--- src/rtl/uart_cmd_decoder_pkg.sv ---
// Shared constants for the UART command link: command nibbles,
// reply bytes, FSM encodings and the Hamming(7,4) syndrome helper.
package uart_cmd_decoder_pkg;

    localparam logic [3:0] CMD_TURN_ON  = 4'h6;
    localparam logic [3:0] CMD_TURN_OFF = 4'hD;

    localparam logic [7:0] ACK_DEFAULT  = 8'h3C;
    localparam logic [7:0] NACK_DEFAULT = 8'hC3;

    localparam logic [1:0] S_IDLE     = 2'd0;
    localparam logic [1:0] S_DECODE   = 2'd1;
    localparam logic [1:0] S_ACK_REQ  = 2'd2;
    localparam logic [1:0] S_ACK_WAIT = 2'd3;

    // Syndrome {s3,s2,s1}; code[k-1] holds position k.
    // A nonzero value names the position in error.
    function automatic logic [2:0] hamming_syndrome(input logic [6:0] c);
        logic s1, s2, s3;
        s1 = c[0] ^ c[2] ^ c[4] ^ c[6];
        s2 = c[1] ^ c[2] ^ c[5] ^ c[6];
        s3 = c[3] ^ c[4] ^ c[5] ^ c[6];
        return {s3, s2, s1};
    endfunction

endpackage

--- src/rtl/hamming_7_4_decoder.sv ---
// Combinational Hamming(7,4) decoder, inverse of hamming_7_4_encoder.
// Single-bit errors are corrected; double errors are miscorrected.
module hamming_7_4_decoder
    import uart_cmd_decoder_pkg::*;
(
    input  logic [6:0] code_in,
    output logic [3:0] data_out,
    output logic       corrected
);

    logic [2:0] syn;
    logic [6:0] fixed;

    // Flip the position the syndrome points at, then extract d3..d0.
    always_comb begin
        syn   = hamming_syndrome(code_in);
        fixed = code_in;
        if (syn != 3'd0) begin
            fixed[syn - 3'd1] = ~code_in[syn - 3'd1];
        end
        data_out  = {fixed[6], fixed[5], fixed[4], fixed[2]};
        corrected = (syn != 3'd0);
    end

endmodule

--- src/rtl/uart_cmd_decoder.sv ---
// Validates Hamming-protected command frames from uart_rx, strobes the
// decoded command and replies ACK/NACK through the uart_tx handshake.
module uart_cmd_decoder
    import uart_cmd_decoder_pkg::*;
#(
    parameter logic [7:0]  ACK_BYTE   = ACK_DEFAULT,
    parameter logic [7:0]  NACK_BYTE  = NACK_DEFAULT,
    parameter bit          ACK_ENABLE = 1'b1,
    parameter int unsigned TX_TIMEOUT = 1024
) (
    input  logic       clk,
    input  logic       reset,
    input  logic [7:0] data_received,
    input  logic       rx_done,
    input  logic       parity_error,
    input  logic       tx_busy,
    output logic [7:0] data_to_tx,
    output logic       start_tx,
    output logic [3:0] cmd,
    output logic       cmd_valid,
    output logic       cmd_corrected,
    output logic [7:0] err_count
);

    localparam logic [15:0] TMO = 16'(TX_TIMEOUT);

    logic [1:0]  state;
    logic [7:0]  hold_data;
    logic        hold_perr;
    logic        hold_full;
    logic [7:0]  frame_data;
    logic        frame_perr;
    logic [15:0] tmo_cnt;

    logic [3:0]  dec_data;
    logic        dec_corr;
    logic        consume;
    logic        overrun;
    logic        accept;
    logic        reject;
    logic        timeout;
    logic [9:0]  err_sum;
    logic [7:0]  err_next;

    hamming_7_4_decoder u_ham (
        .code_in   (frame_data[6:0]),
        .data_out  (dec_data),
        .corrected (dec_corr)
    );

    // Error events and the saturating error-counter update.
    always_comb begin
        consume  = (state == S_IDLE) && hold_full;
        overrun  = rx_done && hold_full && !consume;
        accept   = !frame_perr && frame_data[7];
        reject   = (state == S_DECODE) && !accept;
        timeout  = (state == S_ACK_REQ) && !tx_busy && (tmo_cnt == TMO);
        err_sum  = {2'b00, err_count} + {9'd0, overrun}
                 + {9'd0, reject} + {9'd0, timeout};
        err_next = (err_sum > 10'd255) ? 8'hFF : err_sum[7:0];
    end

    // Holding register: one byte and parity flag waiting for the FSM.
    always_ff @(posedge clk) begin
        if (reset) begin
            hold_data <= 8'd0;
            hold_perr <= 1'b0;
            hold_full <= 1'b0;
        end else if (rx_done && (!hold_full || consume)) begin
            hold_data <= data_received;
            hold_perr <= parity_error;
            hold_full <= 1'b1;
        end else if (consume) begin
            hold_full <= 1'b0;
        end
    end

    // Frame register snapshot taken when the FSM consumes the held byte.
    always_ff @(posedge clk) begin
        if (reset) begin
            frame_data <= 8'd0;
            frame_perr <= 1'b0;
        end else if (consume) begin
            frame_data <= hold_data;
            frame_perr <= hold_perr;
        end
    end

    // Error counter, saturating at 8'hFF.
    always_ff @(posedge clk) begin
        if (reset) begin
            err_count <= 8'd0;
        end else begin
            err_count <= err_next;
        end
    end

    // Control FSM: decode, strobe the command, run the reply handshake.
    always_ff @(posedge clk) begin
        if (reset) begin
            state         <= S_IDLE;
            tmo_cnt       <= 16'd0;
            data_to_tx    <= 8'd0;
            start_tx      <= 1'b0;
            cmd           <= 4'd0;
            cmd_valid     <= 1'b0;
            cmd_corrected <= 1'b0;
        end else begin
            cmd_valid     <= 1'b0;
            cmd_corrected <= 1'b0;
            unique case (state)
                S_IDLE: begin
                    if (hold_full) begin
                        state <= S_DECODE;
                    end
                end
                S_DECODE: begin
                    if (accept) begin
                        cmd           <= dec_data;
                        cmd_valid     <= 1'b1;
                        cmd_corrected <= dec_corr;
                        data_to_tx    <= ACK_BYTE;
                    end else begin
                        data_to_tx    <= NACK_BYTE;
                    end
                    tmo_cnt <= 16'd1;
                    if (ACK_ENABLE) begin
                        start_tx <= 1'b1;
                        state    <= S_ACK_REQ;
                    end else begin
                        state    <= S_IDLE;
                    end
                end
                S_ACK_REQ: begin
                    if (tx_busy) begin
                        start_tx <= 1'b0;
                        state    <= S_ACK_WAIT;
                    end else if (timeout) begin
                        start_tx <= 1'b0;
                        state    <= S_IDLE;
                    end else begin
                        tmo_cnt  <= tmo_cnt + 16'd1;
                    end
                end
                S_ACK_WAIT: begin
                    if (!tx_busy) begin
                        state <= S_IDLE;
                    end
                end
                default: state <= S_IDLE;
            endcase
        end
    end

endmodule

--- config.mk ---
export PLATFORM = sky130hd
export DESIGN_NAME = uart_cmd_decoder
export DESIGN_NICKNAME = d
export VERILOG_FILES = /design/src/rtl/uart_cmd_decoder_pkg.sv /design/src/rtl/hamming_7_4_decoder.sv /design/src/rtl/uart_cmd_decoder.sv
export SDC_FILE = /design/constraint.sdc
export NUM_CORES = 1
export LEC_CHECK = 0
export BUFFER_PORTS_ARGS = -buffer_cell sky130_fd_sc_hd__buf_2
export CAP_MARGIN = 20
export CORE_MARGIN = 2
export CORE_UTILIZATION = 49
export CTS_CLUSTER_SIZE = 8
export DETAILED_ROUTE_END_ITERATION = 12
export PLACE_DENSITY_LB_ADDON = 0.12
export SYNTH_ARGS = -nofsm -noshare
export SYNTH_HDL_FRONTEND = slang
export SYNTH_SLANG_ARGS = --single-unit
--- constraint.sdc ---
create_clock -name clk -period 3.85 [get_ports clk]
set_input_delay 0.5775 -clock clk [delete_from_list [all_inputs] [get_ports clk]]
set_output_delay 0.5775 -clock clk [all_outputs]
set_load 0.005 [all_outputs]
==> results of run 1 <==
## cell type report
class	count	area, um2
multi-input cells	218	1440
well taps	70	87.6
clock inverters	3	26.3
repair buffers	36	183
fillers	486	2230
inverters	15	56.3
flip-flops and latches	54	1080
clock buffers	5	68.8
## worst paths after layout
check                          start  slack [ns]                      end
max          tmo_cnt[0]$_SDFFE_PP0P_        0.47  err_count[0]$_SDFF_PP0_
min          frame_perr$_SDFFE_PP0P_        0.47  frame_perr$_SDFFE_PP0P_
max reg2reg  tmo_cnt[0]$_SDFFE_PP0P_        0.47  err_count[0]$_SDFF_PP0_
min reg2reg  frame_perr$_SDFFE_PP0P_        0.47  frame_perr$_SDFFE_PP0P_
## stage by stage
stage / instance area, um2 / utilization / setup slack [ns] / total power (W)
finish: 2950 / 0.569 / 0.472 / 0.00143
global route: 2950 / 0.569 / 0.183 / 0.00154
CTS: 2950 / 0.569 / 0.437 / 0.00145
detailed placement: 2850 / 0.551 / 0.470 / 0.00111
global placement: 2850 / 0.551 / 0.650 / 0.00110
floorplan: 2660 / - / 0.911 / 0.00101
## sequential cells by signal (all words and copies together), names as in the netlist
name	cells
hold_full	1
hold_data	8
cmd	4
state	2
cmd_corrected	1
err_count	8
cmd_valid	1
tmo_cnt	16
frame_perr	1
hold_perr	1
frame_data	8
data_to_tx	2
start_tx	1
## layer usage
layer  part of all wire  vias up  track usage
met1               0.52      955        0.255
met2               0.44       44        0.278
li1                   -     1135            -
met5                  0        -            0
met4             0.0039        0       0.0518
met3              0.036        2       0.0395
## cell usage in the layout, fill, tap and decap left out, drive strengths merged, types with 7 or more instances in the layout
cell type / synthesis / routed
a21oi: 24 / 24
buf: 8 / 36
dfxtp: 54 / 54
ha: 12 / 12
inv: 15 / 17
mux2i: 11 / 11
nand2: 22 / 22
nand3: 22 / 22
nand4: 7 / 7
nor2: 28 / 28
nor3: 7 / 7
o21ai: 12 / 12
or3: 7 / 7
xnor2: 13 / 13
## power breakdown
group / internal [W] / switching, W / total (W)
clock: 0.000134 / 0.000201 / 0.000336
sequential: 0.000607 / 0.0000454 / 0.000652
combinational: 0.000185 / 0.000260 / 0.000445
total: 0.000926 / 0.000507 / 0.00143
## cells by family after synthesis
kind of cell             share of synthesized area
AO/OA/AOI/OAI                                0.132
XOR/XNOR                                    0.0592
adder cells (fa/ha/maj)                     0.0714
buffers and inverters                       0.0522
flip-flops                                   0.406
multiplexers                                0.0498
AND/OR/NAND/NOR                              0.230
## cells in the mapped netlist, types with 3 or more instances
cell type / count / area (um2)
ha_1: 12 / 150
o21ai_0: 12 / 60.1
clkbuf_1: 8 / 30.0
nand4_1: 6 / 37.5
xor2_1: 5 / 43.8
xnor2_1: 13 / 114
nand2_1: 22 / 82.6
or3_1: 7 / 43.8
nor2b_1: 5 / 31.3
buf_4: 6 / 45.0
dfxtp_1: 54 / 1080
nor3_1: 7 / 35.0
nand3_1: 22 / 110
mux2i_1: 11 / 110
a32oi_1: 4 / 35.0
inv_1: 15 / 56.3
and4_1: 3 / 26.3
nor2_1: 28 / 105
nor4_1: 3 / 18.8
a21oi_1: 24 / 120
## worst max-delay path: cells and delay by family, from the launching register on
family	cells	cell delay, ns
simple gates	5	1.35
fa+ha+maj	4	1.18
flops	1	0.37
buf+inv	3	0.20
compound gates	1	0.20
==> run summary, run 1 <==
Final global-route overflow total = 0
Critical path peak fanout = 6
Outcome = finished, final reports clean
Initial Util = 0.515
FP Rows = 26
Skew-Pair Late Insertion Delay = 0.31 ns
Static leakage = 1.16 nW
Hold Path Depth = 2
Largest net degree at the start of global routing = 37
Critical path's slowest cell = fa_1
Slew Limit Fails = 0
Die area = 6040 um2
Unrepaired setup endpoints after global routing = false
IO Count = 36
Initial antenna violation count = 0
Pwr per Cell Area = 487 nW/um2
DR vias = 2,136
Final setup fails = 0
Dominant synthesized flop cell = dfxtp_1
Pre-antenna DRT Iters = 4
Core ar. = 5170 um2
DRC viols = 0
Hold WC Path Type = reg2reg
Maximum VDD drop = 0.303 mV
Synthesized cell area = 2660 um2
CTS Root Buffer Type = clkbuf_8
Data required time of the worst path = 4.09 ns
Placed cells = 393
CTS clk-pin slew, worst paths = 0.11 ns
Post-layout minimum cycle time = 3.38 ns
Max Root-Sink Buffers = 2
Worst Path Arrival = 3.62 ns
Yosys warns = 0
Number of buffers added on ports = 35
# Max-Cap Violations = 0
Seq/Total Area, Yosys = 0.406
Setup Crit Path Kind = reg2reg
WL per Instance = 12.8 um
Die width = 77.7 um
Slew headroom = 0.582
R2R cell count = 13
Clock Skew = 0.0109 ns
WL final = 5150 um
Total CTS buffers = 5
Synth Instances = 303
Post-synth EDFFs = 0
GRT Overall Usage = 0.181
Register bit total from synthesis = 54
Hpwl dp = 3770 um
Cts repair resizes = 0
CTS H-tree depth = 2
Non-filler cells in the finished layout = 401
Distinct cells, synth = 46
Critical path's most frequent cell = inv_1
Fin Hold WS = 0.474 ns
Post-DRT Antenna Nets = 0
Fraction of layout cells with a size suffix above 1 = 0.151
First-pass GRT wire length = 8980 um
CTS tree = built
Initial drt markers = 116
Syn avg cell area = 8.79 um2
Fin. Hold Viols = 0
Worst setup SP type = flop
CP peak stage delay = 0.46 ns
Fmax = 296 MHz
Worst-Margin Slew = 0.627 ns
N_diodes = 0
Vias per cell = 5.33
Asr flop ratio synth = 0
Die H = 77.7 um
GPL Wtd Cong = 0.806
CTS Sinks = 54
Post-CTS setup buffer count = 0
Synthesis-to-finish area growth = 10.6%
CTS Hold Bufs = 0
Syn nets = 330
# nets final = 357
Vias in the first global route = 1,907
CP endpoint kind = flop
Setup TNS = 0 ns
Critical path, cell by cell = inv_1 > ha_1 > nor4b_1 > and4_1 > nand2_1 > fa_1 > inv_1 > ha_1 > inv_1 > fa_1 > nor3b_1 > nand3_1 > a21oi_1
Period utilization = 0.877
Power figures use the tool's default switching activity.
==> inputs of run 2 (changes only) <==
Settings changed: BUFFER_PORTS_ARGS -buffer_cell sky130_fd_sc_hd__buf_2 to unset, CORE_MARGIN 2 to 4, DONT_BUFFER_PORTS set to 1.
==> run summary, run 2 (synthesized netlist as in run 1, its figures left out) <==
Outcome = finished, final reports clean
Final global-route overflow total = 0
R2R cell count = 13
GRT Overall Usage = 0.175
Worst-Margin Slew = 0.520 ns
Setup Crit Path Kind = reg2reg
IO Count = 36
Number of buffers added on ports = 0
Fraction of layout cells with a size suffix above 1 = 0.0507
FP Rows = 26
Flop pwr share = 0.481
Die width = 81.7 um
Skew-Pair Late Insertion Delay = 0.32 ns
CTS clk-pin slew, worst paths = 0.11 ns
CTS Root Buffer Type = clkbuf_8
Initial drt markers = 118
CTS Sinks = 54
Synthesis-to-finish area growth = 4.04%
DRC viols = 0
Critical path's most frequent cell = inv_1
Pre-antenna DRT Iters = 4
Fillers = 500
Static leakage = 0.988 nW
Critical path's top delay family = simple AND/OR/NAND/NOR gates
CTS Hold Bufs = 0
Worst setup SP type = flop
Initial Util = 0.515
CTS tree = built
WL final = 5320 um
Period utilization = 0.886
Biggest register = tmo_cnt
Pwr per Cell Area = 500 nW/um2
WL per Instance = 14.5 um
# nets final = 322
Vias in the first global route = 1,953
Max reg flops = 16
Post-CTS setup buffer count = 0
Reg-to-reg setup timing slack = 0.44 ns
Commonest non-fill, non-tap cell in the layout = dfxtp_1
Hold Path Depth = 1
First-pass GRT wire length = 9240 um
Critical path peak fanout = 6
Max Root-Sink Buffers = 2
Setup TNS = 0 ns
Cts repair resizes = 0
Clock Skew = 0.0179 ns
Power Total = 0.00138 W
Core Util, Final = 0.536
Pint = 0.000894 W
Final WS setup = 0.438 ns
Hpwl dp = 3860 um
Core ar. = 5170 um2
Unrepaired setup endpoints after global routing = false
Fin. Hold Viols = 0
Critical path, cell by cell = inv_1 > ha_1 > nor4b_1 > and4_1 > nand2_1 > fa_1 > inv_1 > ha_1 > inv_1 > fa_1 > nor3b_1 > nand3_1 > a21oi_1
Worst Path Arrival = 3.65 ns
Slew headroom = 0.649
N_diodes = 0
WP buf/inv = 3
Data required time of the worst path = 4.09 ns
GPL Wtd Cong = 0.850
Initial antenna violation count = 0
Sw frac = 0.354
CTS H-tree depth = 2
Largest net degree at the start of global routing = 37
DR vias = 2,050
Hold WC Path Type = in2reg
Slew Limit Fails = 0
Logic pwr share = 0.279
Critical path's slowest cell = fa_1
# Max-Cap Violations = 0
Final setup fails = 0
Number of cells on the critical path = 13
Clock power share = 0.240
Post-layout minimum cycle time = 3.41 ns
Most frequent cells in the layout = dfxtp_1, nor2_1, a21oi_1
Post-DRT Antenna Nets = 0
Vias per cell = 5.60
Fin Hold WS = 0.309 ns
CP endpoint kind = flop
Dpl ws = 0.512 ns
CP peak stage delay = 0.44 ns
Net Sw Power = 0.000490 W
Die area = 6680 um2
Fmax = 293 MHz
Die H = 81.7 um
Maximum VDD drop = 0.273 mV
Total CTS buffers = 5
==> run 2: cell types whose count changed in the layout (fill, tap and decap cells not counted) <==
cell,before,now
buf_2,35,0
==> run 2: area by class of cell <==
cell class / instances / area [um2] / area share
well taps: 70 / 87.6 / 0.0316
clock buffers: 5 / 68.8 / 0.0248
clock inverters: 3 / 26.3 / 0.00949
repair buffers: 1 / 7.51 / 0.00271
multi-input cells: 218 / 1440 / 0.521
flip-flops and latches: 54 / 1080 / 0.390
inverters: 15 / 56.3 / 0.0203
==> run 2: final timing paths <==
kind / to / from
setup reg to reg: err_count[1]$_SDFF_PP0_ / tmo_cnt[0]$_SDFFE_PP0P_
hold reg to reg: frame_perr$_SDFFE_PP0P_ / hold_perr$_SDFFE_PP0P_
hold / removal: frame_perr$_SDFFE_PP0P_ / reset
setup / recovery: err_count[1]$_SDFF_PP0_ / tmo_cnt[0]$_SDFFE_PP0P_
==> run 2: per-stage QoR <==
| stage | instance area [um2] | instances |
|---|---|---|
| after floorplan | 2660 | 303 |
| after global placement | 2680 | 358 |
| after detailed placement | 2680 | 358 |
| after CTS | 2770 | 366 |
| after global routing | 2770 | 366 |
| final | 2770 | 366 |
==> run 2: worst register-to-register path, cell delays in order (launching register included) <==
cell     delay [ns]
dfxtp_1        0.37
inv_1          0.08
ha_1           0.14
nor4b_1        0.40
and4_1         0.30
nand2_1        0.08
fa_1           0.44
inv_1          0.07
ha_1           0.16
inv_1          0.05
fa_1           0.43
nor3b_1        0.37
nand3_1        0.26
a21oi_1        0.21
==> run 2: metal layers <==
layer / global-route usage / wire length [um] / up-vias
met2: 0.259 / 2300 / 41
met4: 0.0498 / 51 / 0
li1: - / - / 1048
met5: 0 / 0 / -
met1: 0.248 / 2710 / 957
met3: 0.0482 / 263 / 4
==> run 2: power by group through the flow <==
stage	clock [W]	combinational (W)	sequential, W
2_1_floorplan	0	0.000357	0.000656
3_3_place_gp	0	0.000382	0.000677
3_5_place_dp	0	0.000387	0.000680
4_1_cts	0.000341	0.000388	0.000667
5_1_grt	0.000363	0.000444	0.000680
6_report	0.000332	0.000386	0.000666
